[config.mk]
export PLATFORM = sky130hd
export DESIGN_NAME = imm_gen_pipe
export DESIGN_NICKNAME = d
export VERILOG_FILES = /design/src/rtl/imm_gen_pipe.sv
export SDC_FILE = /design/constraint.sdc
export NUM_CORES = 1
export LEC_CHECK = 0
export CAP_MARGIN = 0
export CORE_ASPECT_RATIO = 0.7
export CORE_UTILIZATION = 45
export DETAILED_ROUTE_END_ITERATION = 8
export GPL_TIMING_DRIVEN = 1
export PLACE_DENSITY = 0.74
export RECOVER_POWER = 100
export SYNTH_ARGS = -nofsm -noshare
export SYNTH_HDL_FRONTEND = slang
export SYNTH_SLANG_ARGS = --single-unit
[constraint.sdc]
create_clock -name clk -period 2.2 [get_ports clk]
set_clock_uncertainty 0.05 [all_clocks]
set_input_delay 0.66 -clock clk [delete_from_list [all_inputs] [get_ports clk]]
set_output_delay 0.66 -clock clk [all_outputs]
set_load 0.005 [all_outputs]
[src/rtl/imm_gen_pipe.sv]
// -----------------------------------------------------------------------------
// imm_gen_pipe
//
// Registered immediate generator for the decode stage. It takes a raw 32-bit
// instruction and an immediate-select code, decodes the XLEN-wide immediate,
// and hands it downstream together with a sideband tag (normally the PC)
// behind a valid/ready handshake.
//
// A 2-entry skid buffer (main output register + skid register) decouples the
// two handshakes. in_ready comes straight from a flop, so downstream
// back-pressure never forms a combinational path to upstream.
//
// Immediate select codes:
//   000 I, 001 S, 010 B, 011 J, 100 U, 101 Z (CSR zimm), 110 SHAMT,
//   111 illegal (immediate forced to 0, err flag set)
//
// Parameters:
//   XLEN   output datapath width, 32 or 64
//   TAG_W  sideband tag width
//
// Ports:
//   clk         rising-edge clock
//   rst         synchronous active-high reset
//   flush       drop every buffered entry and the entry offered this cycle
//   in_valid    upstream entry valid
//   in_ready    block can accept an entry this cycle (registered)
//   in_instr    raw 32-bit instruction
//   in_immsrc   immediate select code
//   in_tag      sideband data, passed through unchanged
//   out_valid   output entry valid
//   out_ready   downstream accepts the entry
//   out_immext  extended immediate
//   out_tag     tag belonging to out_immext
//   out_err     entry was decoded with the illegal select code
// -----------------------------------------------------------------------------
module imm_gen_pipe #(
  parameter int XLEN  = 32,
  parameter int TAG_W = 32
) (
  input  logic             clk,
  input  logic             rst,
  input  logic             flush,
  input  logic             in_valid,
  output logic             in_ready,
  input  logic [31:0]      in_instr,
  input  logic [2:0]       in_immsrc,
  input  logic [TAG_W-1:0] in_tag,
  output logic             out_valid,
  input  logic             out_ready,
  output logic [XLEN-1:0]  out_immext,
  output logic [TAG_W-1:0] out_tag,
  output logic             out_err
);

  // Build the immediate at 64 bits and keep the low XLEN bits. Every format
  // sign-extends from bit 31 (or zero-extends), so truncating the 64-bit
  // result gives exactly the XLEN=32 value, including U (which is then just
  // {i[31:12], 12'b0}).
  function automatic logic [XLEN-1:0] decode_imm(input logic [31:0] i,
                                                 input logic [2:0]  sel);
    logic [63:0] imm64;
    case (sel)
      3'b000: imm64 = {{52{i[31]}}, i[31:20]};
      3'b001: imm64 = {{52{i[31]}}, i[31:25], i[11:7]};
      3'b010: imm64 = {{51{i[31]}}, i[31], i[7], i[30:25], i[11:8], 1'b0};
      3'b011: imm64 = {{43{i[31]}}, i[31], i[19:12], i[20], i[30:21], 1'b0};
      3'b100: imm64 = {{32{i[31]}}, i[31:12], 12'b0};
      3'b101: imm64 = {59'd0, i[19:15]};
      3'b110: imm64 = (XLEN == 64) ? {58'd0, i[25:20]} : {59'd0, i[24:20]};
      3'b111: imm64 = 64'd0;
      default: imm64 = 64'd0;
    endcase
    return imm64[XLEN-1:0];
  endfunction

  // Opcode bits never feed an immediate; fold them into a named sink.
  logic unused_opcode_s;
  assign unused_opcode_s = ^in_instr[6:0];

  // Storage: main register drives the outputs, skid register absorbs the one
  // entry that can arrive while main is full and stalled.
  logic             main_valid_r, main_err_r;
  logic [XLEN-1:0]  main_imm_r;
  logic [TAG_W-1:0] main_tag_r;
  logic             skid_valid_r, skid_err_r;
  logic [XLEN-1:0]  skid_imm_r;
  logic [TAG_W-1:0] skid_tag_r;
  logic             in_ready_r;

  logic             main_valid_nxt_s, main_err_nxt_s;
  logic [XLEN-1:0]  main_imm_nxt_s;
  logic [TAG_W-1:0] main_tag_nxt_s;
  logic             skid_valid_nxt_s, skid_err_nxt_s;
  logic [XLEN-1:0]  skid_imm_nxt_s;
  logic [TAG_W-1:0] skid_tag_nxt_s;
  logic             in_ready_nxt_s;

  logic             in_xfer_s, out_xfer_s;
  logic [XLEN-1:0]  dec_imm_s;
  logic             dec_err_s;

  // Decode the offered instruction; only consumed on an input transfer, so
  // X on the data inputs with in_valid low never reaches valid state.
  always_comb begin
    dec_imm_s = decode_imm(in_instr, in_immsrc);
    dec_err_s = (in_immsrc == 3'b111);
  end

  // Handshake qualifiers.
  always_comb begin
    in_xfer_s  = in_valid & in_ready_r;
    out_xfer_s = main_valid_r & out_ready;
  end

  // Next-state for the two-entry buffer. Flush beats the handshake. A skid
  // refill and an input transfer never coincide because in_ready is low
  // whenever the skid register is occupied.
  always_comb begin
    main_valid_nxt_s = main_valid_r;
    main_imm_nxt_s   = main_imm_r;
    main_tag_nxt_s   = main_tag_r;
    main_err_nxt_s   = main_err_r;
    skid_valid_nxt_s = skid_valid_r;
    skid_imm_nxt_s   = skid_imm_r;
    skid_tag_nxt_s   = skid_tag_r;
    skid_err_nxt_s   = skid_err_r;
    if (flush) begin
      main_valid_nxt_s = 1'b0;
      skid_valid_nxt_s = 1'b0;
    end else if (out_xfer_s && skid_valid_r) begin
      main_valid_nxt_s = 1'b1;
      main_imm_nxt_s   = skid_imm_r;
      main_tag_nxt_s   = skid_tag_r;
      main_err_nxt_s   = skid_err_r;
      skid_valid_nxt_s = 1'b0;
    end else if (in_xfer_s && (!main_valid_r || out_ready)) begin
      main_valid_nxt_s = 1'b1;
      main_imm_nxt_s   = dec_imm_s;
      main_tag_nxt_s   = in_tag;
      main_err_nxt_s   = dec_err_s;
    end else if (in_xfer_s) begin
      skid_valid_nxt_s = 1'b1;
      skid_imm_nxt_s   = dec_imm_s;
      skid_tag_nxt_s   = in_tag;
      skid_err_nxt_s   = dec_err_s;
    end else if (out_xfer_s) begin
      main_valid_nxt_s = 1'b0;
    end else begin
      main_valid_nxt_s = main_valid_r;
    end
    in_ready_nxt_s = ~skid_valid_nxt_s;
  end

  // State registers with synchronous reset clearing valids and data.
  always_ff @(posedge clk) begin
    if (rst) begin
      main_valid_r <= 1'b0;
      main_imm_r   <= '0;
      main_tag_r   <= '0;
      main_err_r   <= 1'b0;
      skid_valid_r <= 1'b0;
      skid_imm_r   <= '0;
      skid_tag_r   <= '0;
      skid_err_r   <= 1'b0;
      in_ready_r   <= 1'b1;
    end else begin
      main_valid_r <= main_valid_nxt_s;
      main_imm_r   <= main_imm_nxt_s;
      main_tag_r   <= main_tag_nxt_s;
      main_err_r   <= main_err_nxt_s;
      skid_valid_r <= skid_valid_nxt_s;
      skid_imm_r   <= skid_imm_nxt_s;
      skid_tag_r   <= skid_tag_nxt_s;
      skid_err_r   <= skid_err_nxt_s;
      in_ready_r   <= in_ready_nxt_s;
    end
  end

  assign in_ready   = in_ready_r;
  assign out_valid  = main_valid_r;
  assign out_immext = main_imm_r;
  assign out_tag    = main_tag_r;
  assign out_err    = main_err_r;

endmodule
==> qor.txt, run 1 <==
CTS Root Cell -> clkbuf_16
Tmin final -> 2.132 ns
Reg clk slew, reported paths -> 0.06 ns
GP Congestion -> 0.9185
Setup-failing EPs final -> 0
Area share of and/or/nand/nor cells after synthesis -> 0.2275
Final nets -> 902
# IOs -> 139
Area delta synth->final -> 39.30%
Worst-Skew Late Latency -> 0.41 ns
Vias in the first global route -> 5277
Commonest cells after routing, fill and taps aside -> 153 x nand2_1, 132 x dfxtp_1, 81 x a21oi_1
Syn Std Cell Area -> 0.005753 mm^2
Slew headroom -> 0.7192
Synth Area in Adders -> 0
Core box area -> 0.01242 mm^2
Worst path cell trace -> clkdlybuf4s50_1
IO buf count -> 131
Worst vdd ir -> 0.6023 mV
Status -> finished, final reports clean
CP max-delay cell -> clkdlybuf4s50_1
Max-Cap Viols -> 0
Power per cell area -> 755.4 mW/mm^2
Seq/Total Area, Yosys -> 0.4628
Multi-input gate area -> 0.002783 mm^2
Class of the worst hold path -> register to register
Post-synth ARST share -> 0
Number of enable flip-flop cells after synthesis -> 0
Synth Area in Compound Gates -> 0.2381
Initial DRT Pass Iterations -> 5
Filler cells -> 996
Worst path required time -> 1.49 ns
Worst Setup End Kind -> output port
Sink Count -> 133
Number of DRC markers in iteration 0 -> 423
Dominant synthesized flop cell -> dfxtp_1
Final Max Slew Viols -> 0
Post-route DRC -> 0
Cells after Synth -> 702
Largest family of logic cells by synthesized area -> compound AO/OA/AOI/OAI gates
Row count -> 34
Drt wl/cell -> 15.99 um
Crit-path max cell delay -> 0.58 ns
Setup TNS -> 0 ns
Xor/xnor share of the synthesized area -> 0.001522
Largest net degree at the start of global routing -> 70
CP Max Fanout -> 10
Setup CP Type -> register to output port
Total die area -> 0.01325 mm^2
CTS tree -> built
CP Launch Type -> register
H-tree levels -> 4
Crit path DAT -> 1.42 ns
Commonest non-fill, non-tap cell in the layout -> nand2_1
TritonCTS Buffers -> 17
Count of unique library cells instantiated by Yosys -> 38
Post-Syn Nets -> 774
LEAKAGE -> 3.005 nW
Fin. Hold Viols -> 0
Register bit total from synthesis -> 133
GRT Residual Overflow -> 0
Share of cells above drive strength 1 -> 0.1163
Buf/Inv on CP -> 1
F_max -> 469.0 MHz
Final ANT Viol Nets -> 0
HPWL Detailed -> 10480 um
Maximum clock path buffer count -> 2
# diodes -> 0
Die Width -> 137.1 um
Initial antenna violation count -> 0
Tightest Pin Transition -> 0.4211 ns
Vias per cell -> 5.617
DRT Wirelength -> 16070 um
Total track usage -> 0.2422
Global-route wire length before repair -> 25550 um
Tot Pwr -> 6.054 mW
Worst path top cell family by delay -> buffers and inverters
Initial core utilization -> 0.4631
Post-synthesis mux area share -> 0.01653
Die height -> 96.60 um
FF/Latch Area -> 0.002664 mm^2
Avg Cell Area, Syn -> 8.195 um^2
Via count -> 5645
Final worst path period share -> 0.9692
Synth warn -> 0
-- registers in the layout, summed over array words and instances, names as in the netlist --
name and cells:
skid_imm_r 32, in_ready 1, skid_tag_r 32, out_tag 32, out_err 1, out_immext 32, skid_valid_r 1, skid_err_r 1
out_valid 1
-- cell usage after synthesis (5+ instances only) --
cell type,instances,area [um^2]
nand4b_1,13,113.9
nor2b_1,6,37.54
dfxtp_1,133,2663
mux2i_1,5,50.05
clkbuf_1,55,206.5
nand3b_1,19,142.6
o211ai_2,10,125.1
nand2_1,153,574.3
buf_2,9,45.04
a211o_1,11,96.34
nor2_1,78,292.8
a22oi_1,5,37.54
o22a_1,8,70.07
nor3_1,7,35.03
a211oi_1,34,255.2
nand3_1,6,30.03
a21oi_1,81,405.4
nor3b_1,7,52.55
a311oi_1,33,289.0
-- cells by family (layout without fill, tap and decap cells) --
group                  after synthesis  in the layout
AND/OR/NAND/NOR                    293            293
multiplexers                         9              9
AO/OA/AOI/OAI                      193            193
flip-flops                         133            133
buffers and inverters               73            214
XOR/XNOR                             1              1
-- layout make-up --
type / instances / share of cell area
multi-input cells: 496 / 0.3472
flip-flops and latches: 133 / 0.3324
repair buffers: 180 / 0.2205
clock buffers: 18 / 0.05480
well taps: 162 / 0.02529
clock inverters: 14 / 0.01889
inverters: 2 / 0.0009368
-- report_power, final --
part           switching, mW  leakage, nW  internal [mW]
registers             0.0465         1.08           2.49
clock network           1.09        0.287           1.71
logic                  0.332         1.64          0.379
total                   1.47         3.01           4.58
-- path summary, 6_finish.rpt --
kind	depth (start not counted)	startpoint	endpoint	slack, ns
worst max-delay path	1	out_valid$_SDFFE_PP0P_	out_valid	0.07
worst min-delay path	2	out_immext[21]$_SDFFE_PP0P_	out_immext[21]$_SDFFE_PP0P_	0.40
worst min register to register	2	out_immext[21]$_SDFFE_PP0P_	out_immext[21]$_SDFFE_PP0P_	0.40
worst max register to register	7	in_ready$_SDFF_PP1_	out_tag[28]$_SDFFE_PP0P_	0.43
-- routing by layer --
metal	GRT usage	routed length, um	vias up
li1	-	-	2734
met1	0.3264	7357	2707
met2	0.3772	7570	177
met3	0.05818	871	27
met4	0.08199	274	0
met5	0	0	-
-- through the flow --
stage / std cells / area [um^2] / hold WS [ns] / util / worst slack [ns]
detailed placement: 971 / 7415 / 0.3933 / 0.5969 / -0.3048
global route: 1005 / 8014 / 0.4214 / 0.6451 / -0.001243
CTS: 1003 / 8006 / 0.4055 / 0.6445 / 0.04292
global placement: 971 / 7415 / 0.3921 / 0.5969 / -0.2505
floorplan: 702 / 5753 / 0.3866 / - / 0.2660
finish: 1005 / 8014 / 0.3991 / 0.6451 / 0.06776
-- timing repair --
item                                    in CTS  in global routing
hold buffers                                 0                  0
pin swaps                                    0                  1
gates resized for setup                      1                  1
cloned                                       0                  1
endpoints found under the setup margin       1                  3
buffers inserted                             0                  1
Note: power is estimated with default switching activity, not from simulation.
==> run 2: changes to the inputs <==
--- a/config.mk
+++ b/config.mk
@@ -9,8 +9,8 @@
 export CORE_ASPECT_RATIO = 0.7
 export CORE_UTILIZATION = 45
 export DETAILED_ROUTE_END_ITERATION = 8
+export DONT_BUFFER_PORTS = 1
 export GPL_TIMING_DRIVEN = 1
-export PLACE_DENSITY = 0.74
 export RECOVER_POWER = 100
 export SYNTH_ARGS = -nofsm -noshare
 export SYNTH_HDL_FRONTEND = slang
==> qor.txt, run 2 (synthesis gave the netlist of run 1 again) <==
Sw frac -> 0.2176 (was 0.2430)
# IOs -> 139 (unchanged)
Sink Count -> 133 (unchanged)
LEAKAGE -> 2.183 nW (was 3.005 nW)
Power share of the combinational group -> 0.054 (was 0.117)
Class of the worst hold path -> primary input to register (was register to register)
Initial core utilization -> 0.4631 (unchanged)
Vias per cell -> 5.865 (was 5.617)
# diodes -> 0 (unchanged)
Reg-to-Reg Start -> out_valid$_SDFFE_PP0P_ (was in_ready$_SDFF_PP1_)
GRT Residual Overflow -> 0 (unchanged)
Setup crit start -> out_valid$_SDFFE_PP0P_ (unchanged)
HPWL Detailed -> 9117 um (was 10480 um)
Via count -> 4938 (was 5645)
Final ANT Viol Nets -> 0 (unchanged)
Number of DRC markers in iteration 0 -> 285 (was 423)
H-tree levels -> 4 (unchanged)
Reg clk slew, reported paths -> 0.06 ns (about the same)
Slew headroom -> 0.5398 (was 0.7192)
Worst-Skew Late Latency -> 0.41 ns (about the same)
GP Congestion -> 0.7803 (was 0.9185)
CP Max Fanout -> 62 (was 10)
Unrepaired setup endpoints after global routing -> false
Setup TNS -> 0 ns (unchanged)
Row count -> 34 (unchanged)
Clock Power Share -> 0.518 (was 0.463)
Power per cell area -> 929.6 mW/mm^2 (was 755.4 mW/mm^2)
Status -> finished, final reports clean (unchanged)
Setup-failing EPs final -> 0 (unchanged)
Die Width -> 137.1 um (unchanged)
Commonest non-fill, non-tap cell in the layout -> nand2_1 (unchanged)
DRT Wirelength -> 14680 um (was 16070 um)
Vias in the first global route -> 4585 (was 5277)
Hold depth -> 1 (was 2)
Switch Pwr -> 1.301 mW (was 1.471 mW)
Hold Crit Start -> rst (was out_immext[21]$_SDFFE_PP0P_)
Maximum clock path buffer count -> 2 (unchanged)
Die height -> 96.60 um (unchanged)
Share of cells above drive strength 1 -> 0.08824 (was 0.1163)
Largest net degree at the start of global routing -> 147 (was 70)
Area delta synth->final -> 11.81% (was 39.30%)
CTS Root Cell -> clkbuf_16 (unchanged)
Tmin final -> 1.902 ns (was 2.132 ns)
Commonest cells after routing, fill and taps aside -> 153 x nand2_1, 133 x dfxtp_1, 81 x a21oi_1 (was 153 x nand2_1, 132 x dfxtp_1, 81 x a21oi_1)
P_int -> 4.679 mW (was 4.582 mW)
CP Launch Type -> register (unchanged)
Setup CP Type -> register to register (was register to output port)
Initial DRT Pass Iterations -> 5 (unchanged)
CTS tree -> built (unchanged)
Final Cell Area -> 0.006432 mm^2 (was 0.008014 mm^2)
Reg-to-reg slack, setup -> 0.30 ns (was 0.43 ns)
Fin. Hold Viols -> 0 (unchanged)
Worst Setup End Kind -> register (was output port)
Crit path DAT -> 2.16 ns (was 1.42 ns)
IO buf count -> 0 (was 131)
Tightest Pin Transition -> 0.6903 ns (was 0.4211 ns)
Area post-placement -> 0.005844 mm^2 (was 0.007415 mm^2)
Reg2reg path depth -> 5 (was 7)
CTS resizes -> 0 (was 1)
Final nets -> 739 (was 902)
Post-route DRC -> 0 (unchanged)
Final worst path period share -> 0.8646 (was 0.9692)
Core box area -> 0.01242 mm^2 (unchanged)
Final Max Slew Viols -> 0 (unchanged)
Initial antenna violation count -> 0 (unchanged)
Total setup buffers inserted after CTS -> 0 (unchanged)
Hold worst-path end -> skid_imm_r[0]$_SDFFE_PP0P_ (was out_immext[21]$_SDFFE_PP0P_)
Drt wl/cell -> 17.44 um (was 15.99 um)
Hold-fix buffers, CTS -> 0 (unchanged)
Total die area -> 0.01325 mm^2 (unchanged)
Reg2reg end -> skid_imm_r[16]$_SDFFE_PP0P_ (was out_tag[28]$_SDFFE_PP0P_)
Global-route wire length before repair -> 23480 um (was 25550 um)
Sequential power share -> 0.428 (was 0.420)
Max-Cap Viols -> 0 (unchanged)
TritonCTS Buffers -> 17 (unchanged)
F_max -> 525.8 MHz (was 469.0 MHz)
Worst path required time -> 2.46 ns (was 1.49 ns)
Worst vdd ir -> 0.5760 mV (was 0.6023 mV)
Total track usage -> 0.2279 (was 0.2422)
==> run 2: changes by cell type in the layout (fill, tap and decap cells not counted), sizes merged <==
cell and delta:
buf -33, clkdlybuf4s50 -70, bufinv +3, clkinvlp -1, dlygate4sd3 -60, clkbuf +1
inv -3
==> run 2: power by group through the flow <==
stage | sequential, mW | combinational, mW | clock (mW)
detailed placement | 2.61 | 0.330 | 0
global placement | 2.61 | 0.319 | 0
global route | 2.57 | 0.364 | 3.26
CTS | 2.56 | 0.333 | 3.16
floorplan | 2.59 | 0.319 | 0
finish | 2.56 | 0.324 | 3.10
==> run 2: how the worst max path moves through the flow <==
stage                                   to  slack [ns]
2_1_floorplan   out_immext[3]$_SDFFE_PP0P_        0.27
3_5_place_dp   out_immext[24]$_SDFFE_PP0P_        0.20
4_1_cts        out_immext[25]$_SDFFE_PP0P_        0.28
5_1_grt        skid_imm_r[25]$_SDFFE_PP0P_        0.12
6_report       skid_imm_r[16]$_SDFFE_PP0P_        0.30
3_3_place_gp   out_immext[29]$_SDFFE_PP0P_        0.23
==> run 2: critical path, stage by stage, from the launching register on <==
cell	delay (ns)
dfxtp_1	0.44
nand3_1	0.14
nor3_2	0.16
clkbuf_4	0.60
nor2_1	0.09
a211oi_1	0.30
==> run 2: cell type report <==
class                      count  area (um^2)
timing repair buffer          17        146.4
tap                          162        202.7
sequential                   133         2663
fill                        1180         5989
inverter                       2        7.507
clock inverter                13        203.9
clock buffer                  19        442.9
multi-input combinational    496         2766
==> run 2: layer usage <==
| layer | vias to the layer above | share of wire | GRT usage |
|---|---|---|---|
| met5 | - | 0 | 0 |
| met4 | 0 | 0.0082 | 0.05495 |
| met3 | 11 | 0.094 | 0.09801 |
| met2 | 150 | 0.46 | 0.3570 |
| met1 | 2366 | 0.44 | 0.2864 |
| li1 | 2411 | - | - |
==> run 2: stage by stage <==
stage | utilization | power [mW] | setup slack, ns | std cells | hold WS (ns)
after detailed placement | 0.4705 | 2.944 | 0.2023 | 810 | 0.3906
after CTS | 0.5226 | 6.051 | 0.2823 | 842 | 0.2657
after floorplan | - | 2.910 | 0.2660 | 702 | 0.3866
after global routing | 0.5178 | 6.197 | 0.1199 | 842 | 0.2585
final | 0.5178 | 5.980 | 0.2980 | 842 | 0.2803
after global placement | 0.4705 | 2.930 | 0.2320 | 810 | 0.3859
==> run 3: changes to the inputs <==
--- a/config.mk
+++ b/config.mk
@@ -8,10 +8,12 @@
 export CAP_MARGIN = 0
 export CORE_ASPECT_RATIO = 0.7
 export CORE_UTILIZATION = 45
+export CTS_CLUSTER_DIAMETER = 100
 export DETAILED_ROUTE_END_ITERATION = 8
 export DONT_BUFFER_PORTS = 1
 export GPL_TIMING_DRIVEN = 1
 export RECOVER_POWER = 100
+export REMOVE_ABC_BUFFERS = 1
 export SYNTH_ARGS = -nofsm -noshare
 export SYNTH_HDL_FRONTEND = slang
 export SYNTH_SLANG_ARGS = --single-unit
==> qor.txt, run 3 (synthesis gave the netlist of run 1 again) <==
Status -> finished, final reports clean (unchanged)
Max-Cap Viols -> 0 (unchanged)
Busiest grt layer -> met2 (unchanged)
Hold WS -> 0.2721 ns (was 0.2803 ns)
Final nets -> 739 (unchanged)
Area post-placement -> 0.005849 mm^2 (was 0.005844 mm^2)
LEAKAGE -> 2.170 nW (was 2.183 nW)
Vias in the first global route -> 4557 (was 4585)
Number of DRC markers in iteration 0 -> 237 (was 285)
Die Width -> 137.1 um (unchanged)
Met1 GRT Util -> 0.2924 (was 0.2864)
Worst path required time -> 2.44 ns (was 2.46 ns)
F_max -> 528.3 MHz (was 525.8 MHz)
IO buf count -> 0 (unchanged)
Total die area -> 0.01325 mm^2 (unchanged)
Final worst path period share -> 0.8604 (was 0.8646)
Commonest non-fill, non-tap cell in the layout -> nand2_1 (unchanged)
Hold-fix buffers, CTS -> 0 (unchanged)
# IOs -> 139 (unchanged)
GP Congestion -> 0.7801 (was 0.7803)
Maximum clock path buffer count -> 2 (unchanged)
Crit path DAT -> 2.13 ns (was 2.16 ns)
Class of the worst hold path -> primary input to register (unchanged)
CP Max Fanout -> 32 (was 62)
Worst Setup End Kind -> register (unchanged)
Share of cells above drive strength 1 -> 0.08984 (was 0.08824)
HPWL Detailed -> 8990 um (was 9117 um)
DRT Wirelength -> 14580 um (was 14680 um)
Post-route DRC -> 0 (unchanged)
Slew headroom -> 0.5538 (was 0.5398)
Final Max Slew Viols -> 0 (unchanged)
Unrepaired setup endpoints after global routing -> false (unchanged)
Setup-failing EPs final -> 0 (unchanged)
H-tree levels -> 4 (unchanged)
CP Launch Type -> register (unchanged)
Worst vdd ir -> 0.5257 mV (was 0.5760 mV)
Initial DRT Pass Iterations -> 4 (was 5)
# diodes -> 0 (unchanged)
Initial antenna violation count -> 0 (unchanged)
Met2 Use GR -> 0.3454 (was 0.3570)
Drt wl/cell -> 17.33 um (was 17.44 um)
Total track usage -> 0.2232 (was 0.2279)
Final Cell Area -> 0.006402 mm^2 (was 0.006432 mm^2)
Fin. Hold Viols -> 0 (unchanged)
Die height -> 96.60 um (unchanged)
Grt met3 use -> 0.08019 (was 0.09801)
GRT Residual Overflow -> 0 (unchanged)
Sink Count -> 133 (unchanged)
TritonCTS Buffers -> 17 (unchanged)
Largest net degree at the start of global routing -> 147 (unchanged)
Worst-Skew Late Latency -> 0.40 ns (was 0.41 ns)
Core box area -> 0.01242 mm^2 (unchanged)
Global-route wire length before repair -> 23350 um (was 23480 um)
CTS resizes -> 0 (unchanged)
Row count -> 34 (unchanged)
Final ANT Viol Nets -> 0 (unchanged)
CTS Root Cell -> clkbuf_16 (unchanged)
Commonest cells after routing, fill and taps aside -> 153 x nand2_1, 133 x dfxtp_1, 81 x a21oi_1 (unchanged)
Power per cell area -> 899.0 mW/mm^2 (was 929.6 mW/mm^2)
Tightest Pin Transition -> 0.6692 ns (was 0.6903 ns)
Initial core utilization -> 0.4631 (unchanged)
Core Util, Final -> 0.5154 (was 0.5178)
Reg clk slew, reported paths -> 0.06 ns (about the same)
Area delta synth->final -> 11.29% (was 11.81%)
Tmin final -> 1.893 ns (was 1.902 ns)
Setup CP Type -> register to register (unchanged)
CTS tree -> built (unchanged)
Via count -> 4921 (was 4938)
Vias per cell -> 5.851 (was 5.865)
Total setup buffers inserted after CTS -> 0 (unchanged)
## run 3: final timing paths
check,startpoint,end,slack (ns),cells past startpoint
hold reg to reg,skid_tag_r[2]$_SDFFE_PP0P_,skid_tag_r[2]$_SDFFE_PP0P_,0.40,2
hold / removal,rst,skid_tag_r[17]$_SDFFE_PP0P_,0.27,1
setup / recovery,out_valid$_SDFFE_PP0P_,skid_tag_r[29]$_SDFFE_PP0P_,0.31,6
setup reg to reg,out_valid$_SDFFE_PP0P_,skid_tag_r[29]$_SDFFE_PP0P_,0.31,6
## run 3: routing by layer
| layer | vias to the layer above | wire (um) | part of all wire |
|---|---|---|---|
| met2 | 122 | 6561 | 0.45 |
| met5 | - | 0 | 0 |
| li1 | 2401 | - | - |
| met4 | 0 | 100 | 0.0069 |
| met1 | 2387 | 6726 | 0.46 |
| met3 | 11 | 1189 | 0.082 |
## run 3: cell type report
class                      instances  area (um^2)
clock inverter                    12        155.1
tap                              162        202.7
sequential                       133         2663
inverter                           2        7.507
timing repair buffer              17        160.2
multi-input combinational        496         2771
fill                            1218         6020
clock buffer                      19        442.9
## run 3: critical path, stage by stage (launching register included)
cell and delay [ns]:
dfxtp_1 0.33, buf_4 0.18, nand3_1 0.13, or3_1 0.36
clkbuf_2 0.42, nand2_1 0.20, a21oi_1 0.08
## run 3: where the power goes
group          total [mW]  leakage, nW  switching, mW  internal, mW
Combinational       0.328        0.799          0.180         0.149
Clock                2.87        0.289           1.06          1.81
Sequential           2.56         1.08         0.0628          2.49
Total                5.76         2.17           1.30          4.45
## run 3: metrics by stage
stage | setup TNS (ns) | worst slack [ns] | std cells | power [mW]
6_report | 0 | 0.3072 | 841 | 5.756
5_1_grt | 0 | 0.1631 | 841 | 5.986
4_1_cts | 0 | 0.3917 | 841 | 5.826
3_5_place_dp | 0 | 0.1960 | 810 | 2.944
3_3_place_gp | 0 | 0.2392 | 810 | 2.930
2_1_floorplan | -332.32 | -3.558 | 631 | 2.856
